--- config.mk ---
export PLATFORM = sky130hd
export DESIGN_NAME = secuenciador_instrucciones
export DESIGN_NICKNAME = d
export VERILOG_FILES = /design/src/rtl/secuenciador_instrucciones.sv
export SDC_FILE = /design/constraint.sdc
export NUM_CORES = 1
export LEC_CHECK = 0
export CORE_UTILIZATION = 40
export DETAILED_ROUTE_END_ITERATION = 7
export MAX_ROUTING_LAYER = met4
export SYNTH_ARGS = -nofsm -noshare
export SYNTH_HDL_FRONTEND = slang
export SYNTH_SLANG_ARGS = --single-unit
--- constraint.sdc ---
create_clock -name CLK -period 5.31 [get_ports CLK]
set_input_delay 0.7965 -clock CLK [delete_from_list [all_inputs] [get_ports CLK]]
set_output_delay 0.7965 -clock CLK [all_outputs]
set_load 0.01 [all_outputs]
--- src/rtl/secuenciador_instrucciones.sv ---
// Instruction sequencer: loadable program memory, PC stepping,
// valid/ready emission of 20-bit words, stops on halt or end of memory.
module secuenciador_instrucciones #(
  parameter int          PROF = 32,
  parameter int          AW   = 5,
  parameter logic [19:0] HALT = 20'hFFFFF
) (
  input  logic          CLK,
  input  logic          RST_N,
  input  logic          INICIO,
  input  logic          CARGA_WE,
  input  logic [AW-1:0] CARGA_DIR,
  input  logic [19:0]   CARGA_DATO,
  input  logic          LISTO,
  output logic [19:0]   INSTRUCCION,
  output logic          VALIDO,
  output logic [AW-1:0] PC,
  output logic          OCUPADO,
  output logic          FIN
);

  typedef enum logic [1:0] {
    S_REPOSO,
    S_LEER,
    S_EMITIR,
    S_FIN
  } state_e;

  state_e        state_q, state_d;
  logic [AW-1:0] pc_q, pc_d;
  logic [19:0]   dato_q, dato_d;
  logic [19:0]   mem [PROF];

  logic es_halt;
  logic inactivo;
  logic mem_we;
  logic ultimo;

  assign es_halt  = (dato_q == HALT);
  assign inactivo = (state_q == S_REPOSO)
                 || (state_q == S_FIN);
  assign mem_we   = CARGA_WE && inactivo;
  assign ultimo   = (pc_q == AW'(PROF - 1));

  // Memory is deliberately not reset; only contents loaded by the host matter.
  always_ff @(posedge CLK) begin
    if (mem_we) begin
      mem[CARGA_DIR] <= CARGA_DATO;
    end
  end

  always_ff @(posedge CLK or negedge RST_N) begin
    if (!RST_N) begin
      state_q <= S_REPOSO;
      pc_q    <= '0;
      dato_q  <= '0;
    end else begin
      state_q <= state_d;
      pc_q    <= pc_d;
      dato_q  <= dato_d;
    end
  end

  always_comb begin
    state_d = state_q;
    pc_d    = pc_q;
    dato_d  = dato_q;
    unique case (state_q)
      S_REPOSO, S_FIN: begin
        if (INICIO) begin
          pc_d    = '0;
          state_d = S_LEER;
        end
      end
      S_LEER: begin
        dato_d  = mem[pc_q];
        state_d = S_EMITIR;
      end
      S_EMITIR: begin
        if (es_halt) begin
          state_d = S_FIN;
        end else if (LISTO) begin
          if (ultimo) begin
            state_d = S_FIN;
          end else begin
            pc_d    = pc_q + 1'b1;
            state_d = S_LEER;
          end
        end
      end
    endcase
  end

  // Outputs come only from state and registers, never from LISTO.
  always_comb begin
    VALIDO      = (state_q == S_EMITIR) && !es_halt;
    INSTRUCCION = VALIDO ? dato_q : '0;
    PC          = pc_q;
    OCUPADO     = (state_q == S_LEER)
               || (state_q == S_EMITIR);
    FIN         = (state_q == S_FIN);
  end

endmodule
[Word-level counts from Yosys, hierarchy flattened]
Memory sizes are Yosys's and may differ from the RTL's. A register that Yosys moved wholly into a read port is not among the register bits.
Cells that the tools add are included.
Storage, ports and cells
  word-level logic and storage cells: 38
  memories kept: 1
  output and inout bits: 28
  bits in registers: 7
  RAM bits: 640
Cells by class
  multiplexer cells: 13
  equal/unequal tests: 10
  $add $sub $neg: 1
  reductions and logical operators: 11
Memory list
  mem: depth 32, width 20, read ports 1, clocked after memory_dff 1, write ports 1, RTL line 32  | logic [19:0] mem [PROF];
Operators with widths (count)
  20-bit == test, second input constant: 1
  20-bit two-way mux: 1
  5-bit two-way mux: 4
  5-bit case mux with 2 select lines: 1
  2-bit two-way mux: 4
  2-bit inequality test, second input constant: 4
  2-bit case mux with 3 select lines: 1
  5-bit by 1-bit adder with 5-bit output, second input constant: 1
  5-bit == test, second input constant: 1
  5-bit AND reduction: 1
  2-bit == test, second input constant: 2
  3-bit inequality test, second input constant: 1
  2-bit by 1-bit == test with 1-bit output, second input constant: 1
  1-bit logical AND: 2
  1-bit zero test: 2
  2-bit zero test: 1
  1-bit logical OR: 2
  1-bit two-way mux: 2
  2-bit AND reduction: 1
  2-bit nonzero test: 1
  2-bit OR reduction: 1

[Depth between registers and ports, before layout]
Gate-level depths: netlist of run 1.
  word-level depth: 5
  gate-level depth with buffers: 10
  mapped depth without buffers: 8

[Least setup slack after synthesis of run 1]
Ideal clock, no wire load.
  path kind: input-to-reg
  start: input port CARGA_WE
  end: memory mem[12][0], enable pin
  slack: 2.696 ns
  arrival time: 2.217 ns
  setup time: 0.397 ns
  cell stages on the path: 4
  path buffers: 1
  path through: nand2_1 > or3_1 > clkbuf_1 > nor2_1
Between the ends
  cells in the longest elaborated chain, start to end: 3
RTL lines
  start: declaration: RTL line 11  | input logic CARGA_WE,
  1-bit logical AND: RTL line 42  | assign mem_we = CARGA_WE && inactivo;
  1-bit two-way mux: RTL line 47  | if (mem_we) begin
  1-bit two-way mux (not written as such): RTL line 48  | mem[CARGA_DIR] <= CARGA_DATO;
  end: declaration: RTL line 32
Every way passes these cells.

[Worst setup path after layout of run 1]
  start: register state_q[0]
  end: output port INSTRUCCION[13]
Between the ends
  cells in the longest elaborated chain, start to end: 3
RTL lines
  start: declaration: RTL line 29  | state_e state_q, state_d;
  start signal: assignment: RTL line 58  | state_q <= state_d;
  2-bit == test: RTL line 96  | VALIDO = (state_q == S_EMITIR) && !es_halt;
  1-bit logical AND: RTL line 96
  20-bit two-way mux: RTL line 97  | INSTRUCCION = VALIDO ? dato_q : '0;
  end: declaration: RTL line 15  | output logic [19:0] INSTRUCCION,
Every way passes these cells.

==> flow_metrics.env, run 1 <==
export IMPL_core_um2=64800
export IMPL_drt_iter0_drc=1173
export IMPL_cts_max_path_buffers=3
export IMPL_final_common_cell="edfxtp_1"
export IMPL_rows=93
export IMPL_outcome="finished, final reports clean"
export IMPL_wire_per_inst_um=26.7
export IMPL_clock_latency_ns=0.62
export IMPL_ff_latch_area_um2=19900
export IMPL_hold_violations=0
export IMPL_vdd_ir_drop_worst_mv=0.360
export IMPL_drive_gt1_share_pct=19.3
export IMPL_min_period_ns=3.80
export IMPL_routed_wl_um=63400
export IMPL_cp_max_fo=23
export IMPL_clk_pin_slew_ns=0.06
export IMPL_cts_buffers=69
export IMPL_max_slew_margin_pct=19.0
export IMPL_synth_cell_area_um2=26400
export IMPL_n_antenna_cell=0
export IMPL_synth_cell_types=49
export IMPL_cts_sinks=667
export IMPL_synth_ff_type="edfxtp_1"
export IMPL_synth_top_family_by_area="multiplexers"
export IMPL_tightest_slew_ns=1.21
export IMPL_fmax_mhz=263
export IMPL_ctsResizeCount=0
export IMPL_finalPower_w=0.0130
export IMPL_port_buffers=57
export IMPL_pwr_density_cell_nw_per_um2=432
export IMPL_final_util_pct=46.5
export IMPL_die_h_um=259
export IMPL_worst_setup_path_end_kind="output pin"
export IMPL_synth_edf_count=640
export IMPL_setup_violations=0
export IMPL_maxCapViolCount=0
export IMPL_period_share_pct=71.5
export IMPL_root_buffer="clkbuf_16"
export IMPL_synthAdderAreaFrac_pct=0.237
export IMPL_cts_tree="yes"
export IMPL_fp_dieW_um=259
export IMPL_yosysSeqAreaShare_pct=75.4
export IMPL_layout_nets=1492
export IMPL_path_class="reg2out"
export IMPL_hold_buffers=0
export IMPL_drc=0
export IMPL_async_flop_share_pct=4.05
export IMPL_syn_nets=1410
export IMPL_slew_violations=0
export IMPL_netlist_top_cells_area="edfxtp_1, mux4_2, mux2i_1"
export IMPL_first_pass_iters=5
export IMPL_hpwl_um=38300
export IMPL_yosysTopAreaCell="edfxtp_1"
export IMPL_synthSimpleGateAreaFrac_pct=3.21
export IMPL_viasPerCell=5.52
export IMPL_crit_required_ns=4.51
export IMPL_grt_max_degree=102
export IMPL_synth_xor_area_share_pct=0
export IMPL_synth_compound_area_share_pct=5.36
export IMPL_start_util_pct=40.7
export IMPL_netlist_area_leader_share_pct=72.8
export IMPL_p_leak_nw=9.39
export IMPL_holdCritPathClass="reg2reg"
export IMPL_finClkSkew_ns=0.0212
export IMPL_rsz0062_at_grt="false"
export IMPL_design_portCount=58
export IMPL_syn_avg_cell_area_um2=19.2
export IMPL_fin_cells=2369
export IMPL_cts_setup_buffers=0
export IMPL_whs_ns=0.559
export IMPL_yosys_register_bits=667
export IMPL_worstSetupStartpointType="flip-flop"
export IMPL_layout_area_overhead_vs_synth_pct=14.1
export IMPL_nFillCells=5419
export IMPL_place_gp_congestion=0.873
export IMPL_synthesis_yosys_warnings=0
export IMPL_antenna_left=0
export IMPL_arrival_ns=3.00
export IMPL_grt_overflow_total=0
export IMPL_antenna_found_initial=2
export IMPL_die_area_um2=67000
export IMPL_grt_usage_pct=19.9
export IMPL_dp_cells=2241
export IMPL_syn_instance_count=1375
export IMPL_multi_input_area_um2=6070
export IMPL_finalSetupTns_ns=0
export IMPL_synth_mux_area_fraction_pct=13.9
export IMPL_grt_pass1_wl_um=91900
export IMPL_vias=13078
export IMPL_final_cell_mix="edfxtp_1, mux2i_1, mux4_2"
export IMPL_grt_pass1_vias=13440
export IMPL_htreeDepth=3
[flip-flops by register name (all words and copies together), names as in the netlist]
name     flops
PC           5
dato_q      20
mem        640
state_q      2
[cells by family after synthesis]
| group | Yosys count |
|---|---|
| mux | 257 |
| buf+inv | 82 |
| simple gates | 165 |
| compound gates | 199 |
| flops | 667 |
| fa+ha+maj | 5 |
[where the power goes]
group	switching [W]	internal, W
clock network	0.00201	0.00283
registers	0.000153	0.00591
logic	0.00121	0.000901
[per-layer routing]
metal	up-vias	global-route usage, %	share of wire, %
met1	6782	25.5	41
met5	-	-	0
met3	101	3.87	6.2
met2	430	31.8	49
li1	5765	-	-
met4	0	6.48	3.1
[per-stage QoR]
stage	area [um^2]	setup WS [ns]
global placement	27800	1.76
detailed placement	27800	1.77
global route	30100	1.18
CTS	30100	1.45
floorplan	26400	2.70
finish	30100	1.51
[critical path: stages, from the launching register on]
cell             delay [ns]
dfrtp_1                0.40
inv_1                  0.08
ha_1                   0.24
a21boi_1               0.89
and2_1                 0.24
clkdlybuf4s50_1        0.55
[synth_stat cells (5+ instances only)]
| cell type | instances |
|---|---|
| edfxtp_1 | 640 |
| mux2i_1 | 164 |
| mux4_2 | 84 |
| nor2_1 | 57 |
| o22ai_1 | 56 |
| nand2b_1 | 40 |
| a211oi_1 | 34 |
| clkbuf_1 | 28 |
| dfrtp_1 | 27 |
| a21oi_1 | 26 |
| and2_1 | 22 |
| buf_2 | 20 |
| nand2_1 | 20 |
| o21ai_0 | 18 |
| a211oi_2 | 17 |
| a21o_1 | 17 |
| o211ai_1 | 17 |
| buf_4 | 13 |
| mux2_2 | 7 |
| buf_6 | 6 |
| ha_1 | 5 |
| inv_1 | 5 |
| nand4_1 | 5 |
[layout make-up]
class / count / share of cell area [%]
Sequential cell: 667 / 66.1
Inverter: 5 / 0.0623
Clock buffer: 87 / 6.12
Tap cell: 855 / 3.55
Multi-Input combinational cell: 626 / 20.1
Timing Repair Buffer: 88 / 2.58
Clock inverter: 41 / 1.46
[final timing paths]
path / start / endpoint / slack (ns) / cells after the start
setup / recovery: state_q[0] / INSTRUCCION[13] / 1.51 / 5
hold / removal: state_q[1] / state_q[1] / 0.56 / 1
setup reg to reg: PC[1] / dato_q[0] / 1.99 / 6
hold reg to reg: state_q[1] / state_q[1] / 0.56 / 1
max in group asynchronous: RST_N / PC[1] / 4.42 / 2
min in group asynchronous: RST_N / PC[2] / 0.58 / 2
No activity file was read; power rests on OpenSTA's default activity.
==> run 2, diff against run 1 <==
==> constraint.sdc (replaced) <==
create_clock -name CLK -period 3.5 [get_ports CLK]
set_input_delay 0.525 -clock CLK [delete_from_list [all_inputs] [get_ports CLK]]
set_output_delay 0.525 -clock CLK [all_outputs]
set_load 0.01 [all_outputs]
==> run 2 against run 1 <==
  * Utilization grew 0.80 points
  * Sequential power grew 52%
  * Die area is the same
  * Combinational power grew 60%
  * Clock-buffer cell count grew 8
  * Non-clock buffer count grew 60
  * Clock skew shrank 0.012 ns
  * Critical path depth is the same
  * Via count grew 1.7%
  * Register-to-register slack lost 1.2 ns
  * Largest cell class unchanged
==> flow_metrics.env, run 2 (same netlist as run 1, synthesis figures left out) <==
export IMPL_place_gp_congestion=0.786
export IMPL_fp_dieW_um=259
export IMPL_clk_pin_slew_ns=0.06
export IMPL_drc=0
export IMPL_drive_gt1_share_pct=20.7
export IMPL_maxCapViolCount=0
export IMPL_period_share_pct=91.4
export IMPL_slew_violations=0
export IMPL_first_pass_iters=5
export IMPL_cts_sinks=667
export IMPL_finalPower_w=0.0197
export IMPL_die_area_um2=67000
export IMPL_largest_register_ffs=640
export IMPL_start_util_pct=40.7
export IMPL_final_common_cell="edfxtp_1"
export IMPL_final_cell_mix="edfxtp_1, mux2i_1, mux4_2"
export IMPL_antenna_found_initial=2
export IMPL_vdd_ir_drop_worst_mv=0.301
export IMPL_antenna_left=0
export IMPL_crit_required_ns=2.97
export IMPL_fmax_mhz=313
export IMPL_port_buffers=57
export IMPL_tightest_slew_ns=1.13
export IMPL_routed_wl_um=60900
export IMPL_worstSetupStartpointType="flip-flop"
export IMPL_grt_pass1_wl_um=91000
export IMPL_grt_usage_pct=19.1
export IMPL_regMostFlops="mem"
export IMPL_holdCritPathClass="in2async"
export IMPL_layout_area_overhead_vs_synth_pct=16.1
export IMPL_nFillCells=5316
export IMPL_setup_violations=0
export IMPL_viasPerCell=5.48
export IMPL_vias=13303
export IMPL_pwr_density_cell_nw_per_um2=642
export IMPL_finClkSkew_ns=0.00964
export IMPL_final_util_pct=47.3
export IMPL_root_buffer="clkbuf_16"
export IMPL_grt_pass1_vias=13668
export IMPL_cts_max_path_buffers=3
export IMPL_max_slew_margin_pct=24.3
export IMPL_path_class="reg2out"
export IMPL_cts_tree="yes"
export IMPL_core_um2=64800
export IMPL_r2r_end="dato_q[4]"
export IMPL_r2r_slack_ns=0.79
export IMPL_min_period_ns=3.20
export IMPL_p_leak_nw=9.66
export IMPL_wire_per_inst_um=25.1
export IMPL_finalSetupTns_ns=0
export IMPL_worst_setup_path_end_kind="output pin"
export IMPL_outcome="finished, final reports clean"
export IMPL_arrival_ns=2.67
export IMPL_cts_buffers=72
export IMPL_rows=93
export IMPL_hpwl_um=37100
export IMPL_drt_iter0_drc=1205
export IMPL_grt_max_degree=110
export IMPL_die_h_um=259
export IMPL_cts_setup_buffers=0
export IMPL_layout_nets=1555
export IMPL_grt_overflow_total=0
export IMPL_reg2reg_from="PC[0]"
export IMPL_htreeDepth=3
export IMPL_reg2reg_depth=6
export IMPL_clock_latency_ns=0.60
export IMPL_rsz0062_at_grt="false"
export IMPL_design_portCount=58
export IMPL_cp_max_fo=23
export IMPL_hold_violations=0
## run 2: how the worst max path moves through the flow
stage	startpoint	to	slack, ns	cells after the start
6_report	dato_q[5]	INSTRUCCION[0]	0.30	5
5_1_grt	state_q[0]	INSTRUCCION[11]	0.11	5
4_1_cts	dato_q[5]	INSTRUCCION[11]	0.12	5
3_5_place_dp	state_q[0]	INSTRUCCION[11]	0.57	5
3_3_place_gp	state_q[0]	INSTRUCCION[11]	0.72	5
2_1_floorplan	state_q[0]	mem[12][0]	0.96	6
## run 2: area by class of cell
cell class | count | area [um^2] | share of cell area, %
clock buffers | 95 | 1990 | 6.51
clock inverters | 31 | 190 | 0.621
repair buffers | 148 | 1380 | 4.49
multi-input cells | 626 | 6080 | 19.8
flip-flops and latches | 667 | 19900 | 65.0
inverters | 5 | 18.8 | 0.0613
well taps | 855 | 1070 | 3.49
diodes | 2 | 5.00 | 0.0163
## run 2: repair_timing
action                                  4_1_cts  5_1_grt
resized for setup                             1        1
hold buffers                                  1        0
hold endpoints to repair                     27        0
endpoints found under the setup margin       20        5
## run 2: worst max-delay path, stage by stage (launching register included)
cell             delay [ns]
dfrtp_1                0.50
nand4_1                0.15
nor4_2                 0.45
a21boi_2               0.27
and2_1                 0.23
clkdlybuf4s50_1        0.48
## run 2: where the power goes
| group | leakage [nW] | internal, W | switching (W) |
|---|---|---|---|
| registers | 6.09 | 0.00897 | 0.000242 |
| clock network | 1.06 | 0.00413 | 0.00293 |
| logic | 2.50 | 0.00154 | 0.00184 |
## run 2: per-layer routing
metal | up-vias | global-route usage (%) | routed length [um]
li1 | 5891 | - | -
met2 | 408 | 28.3 | 27900
met4 | 0 | 5.24 | 1260
met3 | 84 | 4.26 | 3880
met1 | 6920 | 26.6 | 27900
met5 | - | - | 0
## run 2: per-stage QoR
step / hold WS (ns) / cell area, um^2 / instances / setup slack (ns)
after floorplan: 0.229 / 26400 / 1375 / 0.958
after global placement: 0.529 / 28400 / 2300 / 0.719
after detailed placement: 0.539 / 28400 / 2300 / 0.572
after CTS: 0.523 / 30600 / 2427 / 0.118
after global routing: 0.560 / 30600 / 2429 / 0.112
final: 0.517 / 30600 / 2429 / 0.302
==> run 3, diff against run 2 <==
--- a/config.mk
+++ b/config.mk
@@ -5,6 +5,7 @@
 export SDC_FILE = /design/constraint.sdc
 export NUM_CORES = 1
 export LEC_CHECK = 0
+export CORE_MARGIN = 3
 export CORE_UTILIZATION = 40
 export DETAILED_ROUTE_END_ITERATION = 7
 export MAX_ROUTING_LAYER = met4
==> run 3 against run 2 <==
  * The run now ends with negative hold slack left
  * Sequential power about the same
  * Combinational power about the same
  * Largest cell class unchanged
  * Register-to-register slack about the same
  * Global-route usage decreased by 0.52 points
  * Critical path type unchanged
==> flow_metrics.env, run 3 (same netlist as run 1, synthesis figures left out) <==
export IMPL_drc=0
export IMPL_fp_dieW_um=263
export IMPL_cts_sinks=667
export IMPL_holdCritPathClass="in2async"
export IMPL_p_leak_nw=9.65
export IMPL_final_common_cell="edfxtp_1"
export IMPL_pwr_share_comb_pct=17.3
export IMPL_place_gp_congestion=0.790
export IMPL_grt_overflow_total=0
export IMPL_die_h_um=263
export IMPL_hpwl_um=37400
export IMPL_cts_setup_buffers=0
export IMPL_final_util_pct=47.2
export IMPL_viasPerCell=5.60
export IMPL_p_switching_w=0.00498
export IMPL_max_slew_margin_pct=17.6
export IMPL_worstSetupStartpointType="flip-flop"
export IMPL_violations="negative hold slack"
export IMPL_wire_per_inst_um=25.6
export IMPL_maxCapViolCount=0
export IMPL_period_share_pct=90.0
export IMPL_path_buf_inv=1
export IMPL_path_class="reg2out"
export IMPL_rsz0062_at_grt="false"
export IMPL_cts_tree="yes"
export IMPL_regMostFlops="mem"
export IMPL_largest_register_ffs=640
export IMPL_grt_pass1_wl_um=93000
export IMPL_core_um2=64800
export IMPL_vias=13576
export IMPL_fmax_mhz=317
export IMPL_cp_max_fo=23
export IMPL_pwr_density_cell_nw_per_um2=646
export IMPL_finalSetupTns_ns=0
export IMPL_drive_gt1_share_pct=20.9
export IMPL_design_portCount=58
export IMPL_antenna_found_initial=2
export IMPL_hold_violations=27
export IMPL_grt_max_degree=55
export IMPL_cp_top_family="simple AND/OR/NAND/NOR gates"
export IMPL_clk_pin_slew_ns=0.06
export IMPL_crit_start="dato_q[5]"
export IMPL_finClkSkew_ns=0.0194
export IMPL_outcome="finished, violations left"
export IMPL_start_util_pct=40.7
export IMPL_setup_violations=0
export IMPL_cts_buffers=70
export IMPL_crit_chain="nand4_1 -> nor4_2 -> a21boi_2 -> and2_1 -> clkdlybuf4s50_1"
export IMPL_first_pass_iters=5
export IMPL_antenna_left=0
export IMPL_htreeDepth=3
export IMPL_tightest_slew_ns=1.23
export IMPL_layout_nets=1549
export IMPL_grt_usage_pct=18.6
export IMPL_worst_setup_path_end_kind="output pin"
export IMPL_finalPower_w=0.0198
export IMPL_final_cell_mix="edfxtp_1, mux2i_1, mux4_2"
export IMPL_postLayoutCellArea_um2=30600
export IMPL_routed_wl_um=62000
export IMPL_port_buffers=57
export IMPL_clock_power_share_pct=36.2
export IMPL_min_period_ns=3.15
export IMPL_reg2reg_from="PC[1]"
export IMPL_swShare_pct=25.2
export IMPL_rows=93
export IMPL_slew_violations=0
export IMPL_hold_buffers=0
export IMPL_ctsResizeCount=0
export IMPL_drt_iter0_drc=1365
export IMPL_slowest_delay_ns=0.48
export IMPL_root_buffer="clkbuf_16"
export IMPL_die_area_um2=69100
export IMPL_crit_required_ns=2.97
export IMPL_slowest_stage="clkdlybuf4s50_1"
export IMPL_p_seq_share_pct=46.5
export IMPL_cts_max_path_buffers=3
export IMPL_layout_area_overhead_vs_synth_pct=15.9
export IMPL_arrival_ns=2.63
export IMPL_vdd_ir_drop_worst_mv=0.378
export IMPL_grt_pass1_vias=13806
export IMPL_clock_latency_ns=0.59
export IMPL_p_int_w=0.0148
export IMPL_whs_ns=-0.0255
export IMPL_dpl_cell_area_um2=28400
run 3: cell type report:
| class | count | area [um^2] |
|---|---|---|
| Antenna cell | 2 | 5.00 |
| Tap cell | 855 | 1070 |
| Clock buffer | 93 | 1900 |
| Clock inverter | 31 | 298 |
| Multi-Input combinational cell | 626 | 6080 |
| Fill cell | 5360 | 34200 |
| Timing Repair Buffer | 144 | 1320 |
| Inverter | 5 | 18.8 |
| Sequential cell | 667 | 19900 |
run 3: worst paths after layout:
kind	cells after the start	slack [ns]	to
min in group CLK	1	0.56	state_q[1]
max	5	0.35	INSTRUCCION[13]
min	1	-0.03	dato_q[0]
min reg2reg	1	0.56	state_q[1]
max reg2reg	5	0.79	dato_q[15]
max in group asynchronous	1	3.02	PC[0]
run 3: through the flow:
step,instances,setup WS (ns),hold slack [ns]
6_report,2423,0.350,-0.0255
5_1_grt,2422,0.155,0.00474
4_1_cts,2421,0.00617,0.561
3_5_place_dp,2297,0.634,0.548
3_3_place_gp,2297,0.741,0.528
2_1_floorplan,1375,0.958,0.229
run 3: metal layers:
metal	vias to the layer above	track usage, %	routed length [um]
li1	5878	-	-
met1	7091	26.6	27800
met2	495	27.8	28300
met3	112	3.44	4430
met4	0	4.60	1530
met5	-	-	0
run 3: power groups by stage:
| stage | combinational [W] | clock (W) | sequential (W) |
|---|---|---|---|
| after floorplan | 0.00237 | 0 | 0.00921 |
| after global routing | 0.00366 | 0.00765 | 0.00922 |
| final | 0.00341 | 0.00715 | 0.00919 |
| after global placement | 0.00342 | 0 | 0.00936 |
| after detailed placement | 0.00343 | 0 | 0.00936 |
| after CTS | 0.00344 | 0.00731 | 0.00920 |
